--- src/rtl/instruction_loader.sv ---
// Program loader: assembles a big-endian byte stream into 32-bit words, writes them
// to instruction memory and holds the CPU in reset until the load completes.
module instruction_loader #(
  parameter logic [31:0] BASE_ADDR = 32'h0000_0000,
  parameter int unsigned MAX_WORDS = 256
) (
  input  logic        clock,
  input  logic        reset,
  input  logic        start,
  input  logic [8:0]  word_count,
  input  logic        byte_valid,
  input  logic [7:0]  byte_data,
  output logic        byte_ready,
  output logic        mem_write,
  output logic [31:0] mem_addr,
  output logic [31:0] mem_write_data,
  output logic        cpu_reset,
  output logic        busy,
  output logic        done
);

  localparam int unsigned CNT_W = 9;
  localparam int unsigned IDX_W = (MAX_WORDS > 1) ? $clog2(MAX_WORDS) : 1;
  localparam logic [CNT_W-1:0] MAX_CNT = CNT_W'(MAX_WORDS);

  typedef enum logic [1:0] {
    IDLE  = 2'd0,
    RECV  = 2'd1,
    WRITE = 2'd2,
    DONE  = 2'd3
  } state_t;

  state_t           state_q, state_d;
  logic [CNT_W-1:0] count_q, count_d;
  logic [IDX_W-1:0] index_q, index_d;
  logic [1:0]       bcnt_q, bcnt_d;
  logic [23:0]      word_q, word_d;
  logic [CNT_W-1:0] clamped_c;
  logic             byte_ready_d;
  logic             mem_write_d;
  logic [31:0]      mem_addr_d;
  logic [31:0]      mem_write_data_d;
  logic             cpu_reset_d;
  logic             busy_d;
  logic             done_d;

  // State and registered outputs; reset discards any partial word.
  always_ff @(posedge clock or negedge reset) begin
    if (!reset) begin
      state_q        <= IDLE;
      count_q        <= '0;
      index_q        <= '0;
      bcnt_q         <= '0;
      word_q         <= '0;
      byte_ready     <= 1'b0;
      mem_write      <= 1'b0;
      mem_addr       <= BASE_ADDR;
      mem_write_data <= '0;
      cpu_reset      <= 1'b0;
      busy           <= 1'b0;
      done           <= 1'b0;
    end else begin
      state_q        <= state_d;
      count_q        <= count_d;
      index_q        <= index_d;
      bcnt_q         <= bcnt_d;
      word_q         <= word_d;
      byte_ready     <= byte_ready_d;
      mem_write      <= mem_write_d;
      mem_addr       <= mem_addr_d;
      mem_write_data <= mem_write_data_d;
      cpu_reset      <= cpu_reset_d;
      busy           <= busy_d;
      done           <= done_d;
    end
  end

  // Next-state and datapath; outputs are decoded from the next state so they are registered.
  always_comb begin
    state_d          = state_q;
    count_d          = count_q;
    index_d          = index_q;
    bcnt_d           = bcnt_q;
    word_d           = word_q;
    mem_addr_d       = mem_addr;
    mem_write_data_d = mem_write_data;
    clamped_c        = (word_count > MAX_CNT) ? MAX_CNT : word_count;

    case (state_q)
      IDLE, DONE: begin
        if (start) begin
          count_d = clamped_c;
          index_d = '0;
          bcnt_d  = '0;
          state_d = (clamped_c == '0) ? DONE : RECV;
        end
      end

      RECV: begin
        if (byte_valid && byte_ready) begin
          // Only the first three bytes are kept; the fourth goes straight into the write word.
          word_d = {word_q[15:0], byte_data};
          if (bcnt_q == 2'd3) begin
            bcnt_d           = '0;
            mem_write_data_d = {word_q, byte_data};
            mem_addr_d       = BASE_ADDR + (32'(index_q) << 2);
            state_d          = WRITE;
          end else begin
            bcnt_d = bcnt_q + 2'd1;
          end
        end
      end

      WRITE: begin
        // Index is left at the last word on completion so it never exceeds MAX_WORDS-1.
        if ((CNT_W'(index_q) + CNT_W'(1)) == count_q) begin
          state_d = DONE;
        end else begin
          index_d = index_q + IDX_W'(1);
          state_d = RECV;
        end
      end

      default: state_d = IDLE;
    endcase

    byte_ready_d = (state_d == RECV);
    mem_write_d  = (state_d == WRITE);
    busy_d       = (state_d == RECV) || (state_d == WRITE);
    done_d       = (state_d == DONE);
    cpu_reset_d  = (state_d == DONE);
  end

endmodule

--- config.mk ---
export PLATFORM = sky130hd
export DESIGN_NAME = instruction_loader
export DESIGN_NICKNAME = d
export VERILOG_FILES = /design/src/rtl/instruction_loader.sv
export SDC_FILE = /design/constraint.sdc
export NUM_CORES = 1
export LEC_CHECK = 0
export ABC_AREA = 1
export BUFFER_PORTS_ARGS = -buffer_cell sky130_fd_sc_hd__buf_2
export CAP_MARGIN = 20
export CORE_MARGIN = 3
export CORE_UTILIZATION = 55
export DETAILED_ROUTE_END_ITERATION = 16
export PLACE_DENSITY = 0.87
export SLEW_MARGIN = 20
export SYNTH_ARGS = -nofsm -noshare
export SYNTH_HDL_FRONTEND = slang
export SYNTH_SLANG_ARGS = --single-unit
--- constraint.sdc ---
create_clock -name clock -period 3 [get_ports clock]
set_input_delay 0.45 -clock clock [delete_from_list [all_inputs] [get_ports clock]]
set_output_delay 0.45 -clock clock [all_outputs]
set_load 0.05 [all_outputs]
==> run_results.csv <==
group,metric,value,unit
status,outcome,"finished clean",
synthesis,synth-seq-area-share,0.550,
synthesis,ys_seq_elements,89,
pwr,power.density,1020,nW/um^2
min_path,hp-class,"input pin to asynchronous set/reset pin",
detailed_routing,dr.pass1.iters,5,
pwr,power.internal,2.47,mW
finish,drive_gt1_frac,0.206,
synthesis,netlist_area,4050,sq um
cts,clk_latency,360,ps
cts,cts_resized,0,
detailed_routing,post-route-drc-count,0,
timing,fin_crit,2190,ps
cts,hold_buffers,0,
timing,fmax,0.456,GHz
cts,numCtsBuffers,9,
grt,grt.overflow.total,0,
synthesis,synth_edf_count,0,
detailed_routing,wl_per_cell,12.7,um
critical_path,critPathMaxStageDelay,510,ps
synthesis,yosys-top-cells-area,"dfrtp_1, nand2_1, o21ai_0",
detailed_routing,wl,7910,um
synthesis,synthArstFlopShare,1.00,
finish,diodes,0,
synthesis,syn_area_per_cell,8.88,sq um
synthesis,synthTopCellsByCount,"nand2_1, dfrtp_1, inv_1, o21ai_0, buf_4",
synthesis,synthFlopType,"dfrtp_1",
grt,grt_util_all_layers,0.196,
synthesis,yosysMostFrequentCell,"nand2_1",
finish,fin_nets,548,
pwr,power_frac_clock,0.172,
placed_design,dp_cells,605,
timing,rsz0062_at_grt,"no",
grt,grt_pass1_vias,2826,
die,start_util,0.580,
critical_path,crit_slowest_cell,"nand2_2",
timing,fin_tns_setup,0,ps
critical_path,crit_arrival,2390,ps
pwr,p_switching,2.19,mW
cts,clock_sinks,89,
timing,slew_headroom,0.413,
synthesis,synth_cells,456,
grt,grt_pass1_wl,13200,um
pwr,leakage,2.43,nW
critical_path,cpMostUsedCell,"inv_1",
critical_path,worstPathRequired,3200,ps
critical_path,crit-reg2reg-launch,"state_q[1]$_DFF_PN0_",
critical_path,cp_cell_sequence,"inv_1 -> ha_1 -> inv_1 -> nor2_2 -> nand2_2 -> buf_4 -> nand2_1 -> o21ai_0",
grt,grt_max_degree,90,
flow_run,drv_cap,0,
finish,final_cells,621,
critical_path,r2r-end,"mem_write_data[16]$_DFFE_PN0P_",
timing,setup_violations,0,
timing,final.setup_skew,13.5,ps
die,rows,30,
detailed_routing,vias,3054,
finish,fill_cells,599,
placed_design,hpwlAfterDp,5600,um
critical_path,rr_worst_depth,8,
die,die_w,91.8,um
synthesis,synth_top_area_share,0.550,
grt,antenna_found_initial,0,
cts,tritoncts,"yes",
cts,root_buffer,"clkbuf_8",
timing,report.final.hold_viol_count,0,
cts,cts_setup_buffers,0,
cts,htree_num_levels,3,
detailed_routing,avgViaCountPerCell,4.92,
critical_path,critPathKind,"flop to flop",
die,die_area,8420,sq um
timing,worst_pin_slew,877,ps
placed_design,gp_congestion,0.848,
critical_path,end_kind,"flop",
detailed_routing,ant_nets,0,
synthesis,synth_largest_area_cell,"dfrtp_1",
critical_path,critPathLaunchType,"flop",
pwr,ir_worst_vdd,0.511,mV
finish,syn2layout_area_growth,12.8,%
die,io_pins,90,
timing,slew_violations,0,
critical_path,path_max_fanout,53,
die,core_area,6980,sq um
die,die_height,91.8,um
cts,path_clk_slew,90,ps
placed_design,port_buffers,65,
synthesis,yosysUniqueCellTypes,27,
pwr,pwr-share-seq,0.397,
cts,clockBufferDepth,2,
detailed_routing,drtIter0Drc,224,
synthesis,synth_warnings,0,
critical_path,timing.reg2reg.setup_slack,810,ps
pwr,swShare,0.470,
pwr,p_comb_frac,0.430,
timing,final.period_utilization,0.731,
cell usage in the layout, fill, tap and decap left out, drive strengths merged:
cell	synthesis	layout
buf	28	67
nand4	3	3
a22oi	2	2
o211ai	1	1
clkinv	1	3
a31oi	1	1
conb	1	24
o21bai	1	1
a21oi	6	6
clkbuf	9	10
nand2	120	120
nor2	21	21
mux2	9	9
o22ai	9	9
o21ai	59	59
dfrtp	89	89
ha	7	7
clkinvlp	0	1
inv	64	67
nand3b	1	1
nand3	24	24
worst max-delay path, delay by kind of cell (launching register included):
family          cells  cell delay [ps]
simple gates        3              720
buf+inv             3              570
flops               1              410
fa+ha+maj           1              250
compound gates      1               90
layout make-up:
type                            count  area [sq um]  share of cell area
Clock inverter                      6          58.8              0.0129
Timing Repair Buffer               67           347              0.0759
Tap cell                           96           120              0.0263
Inverter                           65           244              0.0535
Multi-Input combinational cell    288          1430               0.313
Sequential cell                    89          2230               0.488
Clock buffer                       10           138              0.0302
power by group through the flow:
stage               registers [mW]  clock network [mW]  logic (mW)
floorplan                     2.58                   0       0.843
global placement              1.86                   0        1.95
detailed placement            1.88                   0        2.01
CTS                           1.85               0.823        2.02
global route                  1.91               0.880        2.18
finish                        1.85               0.804        2.00
worst max path at each step:
stage                           start                        endpoint  slack [ps]  depth (start not counted)
2_1_floorplan  index_q[0]$_DFFE_PN0P_                  busy$_DFF_PN0_        1140                         14
3_3_place_gp   index_q[0]$_DFFE_PN0P_                  busy$_DFF_PN0_         910                         14
3_5_place_dp     state_q[1]$_DFF_PN0_  mem_write_data[16]$_DFFE_PN0P_         830                          8
4_1_cts          state_q[1]$_DFF_PN0_  mem_write_data[16]$_DFFE_PN0P_         810                          8
5_1_grt          state_q[1]$_DFF_PN0_  mem_write_data[16]$_DFFE_PN0P_         640                          8
6_report         state_q[1]$_DFF_PN0_  mem_write_data[16]$_DFFE_PN0P_         810                          8
flip-flops by register name, summed over array words and instances, names as in the netlist, 2 cells and up:
signal and flops:
bcnt_q 2, count_q 9, index_q 8, mem_addr 8, mem_write_data 32, state_q 2, word_q 24
kinds of logic after synthesis:
kind of cell    after synthesis  share of synthesized area
simple gates                169                      0.181
buf+inv                     102                      0.118
flops                        89                      0.550
compound gates               79                      0.103
mux                           9                     0.0250
fa+ha+maj                     7                     0.0216
other cells                   1                   0.000926
metal layers:
layer	routed length [um]	track usage	part of all wire
met1	3580	0.265	0.45
met2	3790	0.306	0.48
met3	445	0.0582	0.056
met4	97	0.0644	0.012
met5	0	0	0
per-stage QoR:
stage / hold slack [ps] / power [mW] / worst slack (ps) / util / instance area [sq um]
CTS: 306 / 4.69 / 811 / 0.653 / 4560
detailed placement: 469 / 3.88 / 826 / 0.625 / 4360
finish: 116 / 4.66 / 806 / 0.654 / 4560
global route: 192 / 4.97 / 641 / 0.654 / 4560
floorplan: 154 / 3.42 / 1140 / - / 4130
global placement: 461 / 3.81 / 913 / 0.625 / 4360
(Power assumes the default switching activity.)
